===== src/rtl/FPU_class_types.sv =====
`default_nettype none
// ============================================================================
//  Module      : FPU_class_types (package)
//  Description : Shared operand-class encoding, compare opcodes, scheduler
//                states and flag indices for the FP compare datapath.
//  Revision    : 1.0 - initial release
// ============================================================================
package FPU_class_types;

    // One-hot operand class; bit order follows the FCLASS result layout
    typedef enum logic [9:0] {
        CLS_NEG_INF  = 10'b00_0000_0001,
        CLS_NEG_NORM = 10'b00_0000_0010,
        CLS_NEG_SUB  = 10'b00_0000_0100,
        CLS_NEG_ZERO = 10'b00_0000_1000,
        CLS_POS_ZERO = 10'b00_0001_0000,
        CLS_POS_SUB  = 10'b00_0010_0000,
        CLS_POS_NORM = 10'b00_0100_0000,
        CLS_POS_INF  = 10'b00_1000_0000,
        CLS_SNAN     = 10'b01_0000_0000,
        CLS_QNAN     = 10'b10_0000_0000
    } fp_class_t;

    typedef enum logic [2:0] {
        CMP_LE = 3'b000,
        CMP_LT = 3'b001,
        CMP_EQ = 3'b010
    } cmp_op_t;

    typedef enum logic [1:0] {
        ST_IDLE = 2'd0,
        ST_EVAL = 2'd1,
        ST_RESP = 2'd2
    } sched_state_t;

    localparam int FFLAG_NV = 4;

    function automatic fp_class_t fp_classify(input logic [31:0] x);
        fp_class_t cls;
        if (x[30:23] == 8'hFF) begin
            if (x[22:0] == 23'd0) cls = x[31] ? CLS_NEG_INF : CLS_POS_INF;
            else                  cls = x[22] ? CLS_QNAN : CLS_SNAN;
        end else if (x[30:23] == 8'h00) begin
            if (x[22:0] == 23'd0) cls = x[31] ? CLS_NEG_ZERO : CLS_POS_ZERO;
            else                  cls = x[31] ? CLS_NEG_SUB : CLS_POS_SUB;
        end else begin
            cls = x[31] ? CLS_NEG_NORM : CLS_POS_NORM;
        end
        return cls;
    endfunction

endpackage
`default_nettype wire


===== src/rtl/fpu_cmp_core.sv =====
`default_nettype none
// ============================================================================
//  Module      : fpu_cmp_core
//  Description : Combinational single-precision FEQ/FLT/FLE evaluation with
//                operand classification and invalid-operation detection.
//  Revision    : 1.0 - initial release
// ============================================================================
module fpu_cmp_core
    import FPU_class_types::*;
(
    input  logic [31:0] a,
    input  logic [31:0] b,
    input  logic [2:0]  op,
    output fp_class_t   class_a,
    output fp_class_t   class_b,
    output logic        result,
    output logic        nv,
    output logic        err
);

    logic w_nan_any;
    logic w_snan_any;
    logic w_both_zero;
    logic w_eq;
    logic w_lt;

    assign class_a = fp_classify(a);
    assign class_b = fp_classify(b);

    assign w_nan_any   = (class_a == CLS_QNAN) || (class_a == CLS_SNAN) ||
                         (class_b == CLS_QNAN) || (class_b == CLS_SNAN);
    assign w_snan_any  = (class_a == CLS_SNAN) || (class_b == CLS_SNAN);
    assign w_both_zero = (a[30:0] == 31'd0) && (b[30:0] == 31'd0);
    assign w_eq        = w_both_zero || (a == b);

    // Sign-magnitude ordering; NaNs are masked off when the result is formed
    always_comb begin
        w_lt = 1'b0;
        if (w_both_zero)         w_lt = 1'b0;
        else if (a[31] != b[31]) w_lt = a[31];
        else if (!a[31])         w_lt = (a[30:0] < b[30:0]);
        else                     w_lt = (a[30:0] > b[30:0]);
    end

    always_comb begin
        result = 1'b0;
        nv     = 1'b0;
        err    = 1'b0;
        case (op)
            CMP_LE: begin
                result = !w_nan_any && (w_lt || w_eq);
                nv     = w_nan_any;
            end
            CMP_LT: begin
                result = !w_nan_any && w_lt;
                nv     = w_nan_any;
            end
            CMP_EQ: begin
                result = !w_nan_any && w_eq;
                nv     = w_snan_any;
            end
            default: err = 1'b1;
        endcase
    end

endmodule
`default_nettype wire


===== src/rtl/fpu_cmp_sched.sv =====
`default_nettype none
// ============================================================================
//  Module      : fpu_cmp_sched
//  Description : Two-requester round-robin scheduler for the shared FP compare
//                datapath with registered response and sticky FPU flags.
//  Revision    : 1.0 - initial release
// ============================================================================
module fpu_cmp_sched
    import FPU_class_types::*;
#(
    parameter int TAG_W = 4
) (
    input  logic                 clk,
    input  logic                 rst_n,
    input  logic [1:0]           req_valid,
    output logic [1:0]           req_ready,
    input  logic [63:0]          req_a,
    input  logic [63:0]          req_b,
    input  logic [5:0]           req_op,
    input  logic [2*TAG_W-1:0]   req_tag,
    output logic                 resp_valid,
    input  logic                 resp_ready,
    output logic                 resp_id,
    output logic [TAG_W-1:0]     resp_tag,
    output logic                 resp_result,
    output logic [4:0]           resp_fflags,
    output logic                 resp_err,
    input  logic                 fflags_clr,
    output logic [4:0]           fflags_sticky
);

    sched_state_t      r_state;
    sched_state_t      w_state_nxt;
    logic              r_rr_ptr;
    logic [31:0]       r_a;
    logic [31:0]       r_b;
    logic [2:0]        r_op;
    logic [TAG_W-1:0]  r_tag;
    logic              r_id;

    logic              w_grant;
    logic              w_req_hs;
    logic              w_resp_hs;
    fp_class_t         w_class_a;
    fp_class_t         w_class_b;
    logic              w_result;
    logic              w_nv;
    logic              w_err;
    logic [4:0]        w_fflags;
    logic              w_unused_class;

    // Lone requester wins outright; contention goes to the pointer
    assign w_grant   = (req_valid == 2'b11) ? r_rr_ptr : req_valid[1];
    assign w_resp_hs = (r_state == ST_RESP) && resp_ready;

    always_ff @(posedge clk or negedge rst_n) begin
        if (!rst_n) r_state <= ST_IDLE;
        else        r_state <= w_state_nxt;
    end

    always_comb begin
        w_state_nxt = r_state;
        req_ready   = 2'b00;
        w_req_hs    = 1'b0;
        case (r_state)
            ST_IDLE: begin
                if (|req_valid) begin
                    req_ready   = w_grant ? 2'b10 : 2'b01;
                    w_req_hs    = 1'b1;
                    w_state_nxt = ST_EVAL;
                end
            end
            ST_EVAL: w_state_nxt = ST_RESP;
            ST_RESP: if (resp_ready) w_state_nxt = ST_IDLE;
            default: w_state_nxt = ST_IDLE;
        endcase
    end

    always_ff @(posedge clk or negedge rst_n) begin
        if (!rst_n) begin
            r_rr_ptr <= 1'b0;
            r_a      <= '0;
            r_b      <= '0;
            r_op     <= '0;
            r_tag    <= '0;
            r_id     <= 1'b0;
        end else if (w_req_hs) begin
            r_rr_ptr <= ~w_grant;
            r_a      <= w_grant ? req_a[63:32] : req_a[31:0];
            r_b      <= w_grant ? req_b[63:32] : req_b[31:0];
            r_op     <= w_grant ? req_op[5:3]  : req_op[2:0];
            r_tag    <= w_grant ? req_tag[2*TAG_W-1:TAG_W] : req_tag[TAG_W-1:0];
            r_id     <= w_grant;
        end
    end

    fpu_cmp_core u_core (
        .a       (r_a),
        .b       (r_b),
        .op      (r_op),
        .class_a (w_class_a),
        .class_b (w_class_b),
        .result  (w_result),
        .nv      (w_nv),
        .err     (w_err)
    );

    // Classes are exported by the core for other consumers; not needed here
    assign w_unused_class = ^{w_class_a, w_class_b};

    always_comb begin
        w_fflags           = 5'd0;
        w_fflags[FFLAG_NV] = w_nv;
    end

    always_ff @(posedge clk or negedge rst_n) begin
        if (!rst_n) begin
            resp_valid  <= 1'b0;
            resp_id     <= 1'b0;
            resp_tag    <= '0;
            resp_result <= 1'b0;
            resp_fflags <= 5'd0;
            resp_err    <= 1'b0;
        end else if (r_state == ST_EVAL) begin
            resp_valid  <= 1'b1;
            resp_id     <= r_id;
            resp_tag    <= r_tag;
            resp_result <= w_result;
            resp_fflags <= w_fflags;
            resp_err    <= w_err;
        end else if (w_resp_hs) begin
            resp_valid  <= 1'b0;
        end
    end

    // A same-cycle clear loses to the flags being delivered
    always_ff @(posedge clk or negedge rst_n) begin
        if (!rst_n)          fflags_sticky <= 5'd0;
        else if (w_resp_hs)  fflags_sticky <= (fflags_clr ? 5'd0 : fflags_sticky) | resp_fflags;
        else if (fflags_clr) fflags_sticky <= 5'd0;
    end

endmodule
`default_nettype wire


===== config.mk =====
export PLATFORM = sky130hd
export DESIGN_NAME = fpu_cmp_sched
export DESIGN_NICKNAME = d
export VERILOG_FILES = /design/src/rtl/FPU_class_types.sv /design/src/rtl/fpu_cmp_core.sv /design/src/rtl/fpu_cmp_sched.sv
export SDC_FILE = /design/constraint.sdc
export NUM_CORES = 1
export LEC_CHECK = 0
export ABC_AREA = 1
export CAP_MARGIN = 25
export CELL_PAD_IN_SITES_DETAIL_PLACEMENT = 0
export CELL_PAD_IN_SITES_GLOBAL_PLACEMENT = 1
export CORE_UTILIZATION = 34
export CTS_CLUSTER_DIAMETER = 40
export DETAILED_ROUTE_END_ITERATION = 10
export PLACE_DENSITY = 0.87
export SYNTH_ARGS = -nofsm -noshare
export SYNTH_HDL_FRONTEND = slang
export SYNTH_HIERARCHICAL = 1
export SYNTH_SLANG_ARGS = --single-unit

===== constraint.sdc =====
create_clock -name clk -period 2.1 [get_ports clk]
set_input_delay 0.525 -clock clk [delete_from_list [all_inputs] [get_ports clk]]
set_output_delay 0.525 -clock clk [all_outputs]
set_load 0.05 [all_outputs]

==> flow_summary.toml, run 1 <==
[timing]
holdWs_ps = 135.0
setup_slack_ps = 44.88
finalCritPeriodShare_pct = 97.86
skew_ps = 7.541
worst_pin_slew_ps = 578.4
max_freq_mhz = 486.6
report.final.slew_viol_count = 0
fin_crit_ps = 2055
setup_viol = 0
hold_violations = 0
slew_headroom_pct = 61.44

[power_and_ir_drop]
power_mw = 10.01
vdd_drop_max_mv = 0.7724
p_leak_nw = 4.565
p_per_area_nw_per_um2 = 1217

[grt]
grt_pass1_wl_mm = 26.19
grt_max_degree = 53
grt_pass1_vias = 5498
grtUsageTotal_pct = 18.06
antenna_found_initial = 1
grt_overflow = 0

[detailed_routing]
drt-pass1-iter-count = 4
drc = 0
wl_per_cell_um = 12.18
ant_nets = 0
vias_per_cell = 4.484
drt_iter0_markers = 234
vias = 5851
wirelength_mm = 15.89

[clock_tree]
clock_latency_ps = 350
ctsHtreeMaxLevel = 3
ctsHoldBuffers = 0
cts_tree = "done"
root_buffer = "clkbuf_16"
clkSlewWorstSetupHoldPaths_ps = 60
clock_sinks = 85
numCtsBuffers = 9
cts_buffer_depth = 2

[place]
dp_hpwl_mm = 12.12
place_congestion = 0.8098
io_buffers = 159
dp.cells = 1285
pre_cts_slack_ps = 2.875

[die]
std_cell_rows = 48
die_h_um = 135.3
die_area_um2 = 18320
start_util_pct = 34.83
core-area_um2 = 17360
die_w_um = 135.3
ios = 168

[final_layout]
synthToLayoutAreaGrowth_pct = 36.08
nets = 1254
finalCoreUtilization_pct = 47.39
stdcell_count = 1305
fill_cells = 1815
antennaDiodeCount = 0
drive_gt1_share_pct = 6.852

[setup_path]
arrival_ps = 1530
crit_family = "buffers and inverters"
path_cells = "clkdlybuf4s50_1"
startpoint_type = "flop"
slowest_stage = "clkdlybuf4s50_1"
critPathMaxFanout = 2
end_kind = "primary output"
crit_buf_inv = 1
critPathRequiredTime_ps = 1570
slowest_delay_ps = 810
critical_path_class = "flop to primary output"

[flow_run]
cap_violations = 0

[yosys]
syn_avg_cell_area_um2 = 6.577
yosysWarnings = 6
synth.cell_area_um2 = 6045
synthCells = 919

[min_path]
hp-class = "primary input to asynchronous set/reset pin"

[run_status]
status = "complete, no violations"
## layer usage
metal | up-vias | wire length [µm] | GRT usage [%]
met2 | 125 | 7682 | 31.82
met4 | 2 | 178 | 4.494
met1 | 2642 | 7328 | 22.54
met5 | - | 17 | 0
met3 | 19 | 685 | 3.404
li1 | 3063 | - | -
## metrics by stage
step / TNS, ps / cell area, µm²
4_1_cts: 0 / 8152
6_report: 0 / 8225
2_1_floorplan: 0 / 6073
3_3_place_gp: 0 / 7868
3_5_place_dp: 0 / 7868
5_1_grt: -31.23 / 8225
## what timing repair did
| item | 4_1_cts | 5_1_grt |
|---|---|---|
| resized for setup | 1 | 9 |
| cloned | 0 | 0 |
| buffers inserted | 0 | 4 |
| endpoints found under the hold margin | 0 | 0 |
| pin swaps | 0 | 6 |
| setup endpoints to repair | 1 | 1 |
## worst paths after layout
path,start,endpoint,slack [ps],depth (start not counted)
setup / recovery,resp_result,resp_result,40,1
hold / removal,rst_n,r_a[26],140,1
setup reg to reg,r_b[28],resp_result,190,12
hold reg to reg,resp_tag[2],resp_tag[2],480,2
max in group asynchronous,rst_n,r_a[6],1400,2
min in group clk,resp_tag[2],resp_tag[2],480,2
## sequential cells by signal, summed over array words and instances, names as in the netlist
| name | count |
|---|---|
| r_state | 2 |
| r_id | 1 |
| r_tag | 4 |
| resp_result | 1 |
| r_op | 3 |
| r_rr_ptr | 1 |
| resp_fflags | 1 |
| fflags_sticky | 1 |
| resp_err | 1 |
| resp_valid | 1 |
| r_b | 32 |
| r_a | 32 |
| resp_id | 1 |
| resp_tag | 4 |
## cells in the final DEF (no fill, tap or decap), types with 7 or more instances in the layout
cell / count
nand2_1: 310
inv_1: 196
clkdlybuf4s50_1: 154
nand3_1: 152
dfrtp_1: 85
nor2_1: 35
ha_1: 28
buf_4: 23
nand4_1: 10
a21oi_1: 10
clkbuf_16: 9
inv_2: 8
conb_1: 8
buf_12: 7
## where the power goes
group	total [mW]	switching (mW)	internal, mW
Combinational	5.37	3.19	2.18
Clock	1.53	0.687	0.842
Sequential	3.11	0.656	2.45
Total	10.0	4.53	5.48
## cell type report
| type | instances | area, µm² | area share (%) |
|---|---|---|---|
| repair buffers | 186 | 1868 | 22.71 |
| clock inverters | 6 | 46.29 | 0.5628 |
| flip-flops and latches | 85 | 2127 | 25.86 |
| clock buffers | 10 | 239.0 | 2.905 |
| multi-input cells | 589 | 2898 | 35.23 |
| well taps | 225 | 281.5 | 3.423 |
| inverters | 204 | 765.7 | 9.309 |
(Power assumes the default switching activity.)
==> run 2, diff against run 1 <==
--- a/constraint.sdc
+++ b/constraint.sdc
@@ -3,2 +3,2 @@
 set_output_delay 0.525 -clock clk [all_outputs]
-set_load 0.05 [all_outputs]
+set_load 0.005 [all_outputs]
==> run 2 against run 1 <==
Critical path depth grew 11. Largest cell class unchanged. Hold slack worse by 53 ps. Maximum frequency up 3.8%. Critical path type is now flop to flop. First-iteration DRC count up 10%. Largest power group unchanged. Clock skew fell by 1.9 ps. Count of clock-buffer cells in the layout unchanged. Highest routed layer is now met4.
==> flow_summary.toml, run 2 (same netlist as run 1, synthesis figures left out) <==
[run_status]
status = "complete, no violations"

[die]
die_area_um2 = 18320
die_w_um = 135.3
start_util_pct = 34.83
core-area_um2 = 17360
die_h_um = 135.3
ios = 168
std_cell_rows = 48

[timing]
report.final.slew_viol_count = 0
setup_viol = 0
finalCritPeriodShare_pct = 94.28
fin_crit_ps = 1980
rsz0062_at_grt = "yes"
hold_violations = 0
slew_headroom_pct = 52.02
skew_ps = 5.620
max_freq_mhz = 505.1
worst_pin_slew_ps = 719.7

[final_layout]
fill_cells = 1803
antennaDiodeCount = 0
fin_area_um2 = 8084
stdcell_count = 1297
nets = 1246
drive_gt1_share_pct = 5.597
final_cell_mix = "nand2_1 (308), inv_1 (198), clkdlybuf4s50_1 (154)"
top_regs = "r_a: 32 flops, r_b: 32 flops"
synthToLayoutAreaGrowth_pct = 33.74
layout_commonest_cell = "nand2_1"

[setup_path]
slowest_delay_ps = 430
critical_path_class = "flop to flop"
startpoint_type = "flop"
path_cells = "inv_1 -> ha_1 -> nand2_1 -> nor2_2 -> nand4_2 -> nor2_1 -> nand4_1 -> o21ai_1 -> nand2_1 -> a21oi_2 -> nand2_1 -> nand2_1"
critPathMostFrequentCell = "nand2_1"
end_kind = "flop"
arrival_ps = 2250
slowest_stage = "dfrtp_1"
critPathMaxFanout = 3
critPathRequiredTime_ps = 2370

[detailed_routing]
drc = 0
drt_iter0_markers = 258
vias_per_cell = 4.438
drt-pass1-iter-count = 4
vias = 5756
ant_nets = 0
wirelength_mm = 15.97
wl_per_cell_um = 12.31

[clock_tree]
clkSlewWorstSetupHoldPaths_ps = 70
cts_buffer_depth = 2
clock_latency_ps = 340
ctsHtreeMaxLevel = 3
numCtsBuffers = 9
root_buffer = "clkbuf_16"
cts_tree = "done"
clock_sinks = 85

[power_and_ir_drop]
swShare_pct = 43.76
p_leak_nw = 4.532
vdd_drop_max_mv = 0.5750
p_per_area_nw_per_um2 = 1178
p_seq_share_pct = 32.6
p_int_mw = 5.357
switchingPower_mw = 4.169
clock_power_share_pct = 17.3
combPwrFrac_pct = 50.0

[place]
placed_area_um2 = 7750
io_buffers = 159
place_congestion = 0.8196
dp_hpwl_mm = 12.15
dp.cells = 1279

[grt]
grt_max_degree = 72
grt_pass1_vias = 5561
grtUsageTotal_pct = 18.30
antenna_found_initial = 0
grt_overflow = 0
grt_pass1_wl_mm = 26.74

[flow_run]
cap_violations = 0

[min_path]
hp-class = "primary input to asynchronous set/reset pin"
-- run 2: what timing repair did --
| action | CTS | global route |
|---|---|---|
| buffers inserted | 2 | 0 |
| endpoints found under the setup margin | 2 | 2 |
| hold buffers | 0 | 0 |
| resized for setup | 5 | 4 |
-- run 2: metrics by stage --
step           hold slack, ps  worst slack (ps)  setup TNS [ps]  power [mW]  utilization (%)
2_1_floorplan           229.4             381.5               0       6.493                -
3_3_place_gp            442.7            -268.3          -10220       7.759            44.65
3_5_place_dp            441.1            -287.7          -13210       7.874            44.65
4_1_cts                 80.91             9.004               0       9.622            46.53
5_1_grt                 94.32            -39.85          -39.85       10.54            46.58
6_report                82.06             120.1               0       9.526            46.58
-- run 2: path summary, 6_finish.rpt --
check	startpoint	to	slack [ps]	cells past startpoint
setup / recovery	r_b[29]	resp_result	120	12
max in group asynchronous	rst_n	r_b[22]	1400	2
hold / removal	rst_n	r_a[28]	80	1
setup reg to reg	r_b[29]	resp_result	120	12
hold reg to reg	r_tag[0]	resp_tag[0]	480	2
min in group clk	r_tag[0]	resp_tag[0]	480	2
-- run 2: power by group through the flow --
| stage | registers [mW] | clock network (mW) | logic, mW |
|---|---|---|---|
| after global placement | 3.13 | 0 | 4.63 |
| after global routing | 3.21 | 1.75 | 5.58 |
| after CTS | 3.11 | 1.69 | 4.82 |
| after detailed placement | 3.13 | 0 | 4.74 |
| final | 3.11 | 1.65 | 4.77 |
| after floorplan | 2.91 | 0 | 3.59 |
-- run 2: layout make-up --
class | instances | area [µm²] | area share, %
Tap cell | 225 | 281.5 | 3.482
Multi-Input combinational cell | 589 | 2863 | 35.41
Clock buffer | 10 | 239.0 | 2.956
Inverter | 204 | 765.7 | 9.472
Clock inverter | 6 | 68.82 | 0.8513
Timing Repair Buffer | 178 | 1739 | 21.51
Sequential cell | 85 | 2127 | 26.31
-- run 2: layer usage --
| layer | routed length [µm] | vias to the layer above | track usage (%) |
|---|---|---|---|
| li1 | - | 3050 | - |
| met1 | 7190 | 2583 | 22.82 |
| met2 | 7961 | 115 | 32.96 |
| met3 | 714 | 8 | 2.918 |
| met4 | 101 | 0 | 3.933 |
| met5 | 0 | - | 0 |
-- run 2: worst max-delay path, delay by kind of cell, from the launching register on --
family | cells | cell delay (ps)
AND/OR/NAND/NOR | 8 | 830
flip-flops | 1 | 430
AO/OA/AOI/OAI | 2 | 300
adder cells (fa/ha/maj) | 1 | 270
buffers and inverters | 1 | 90
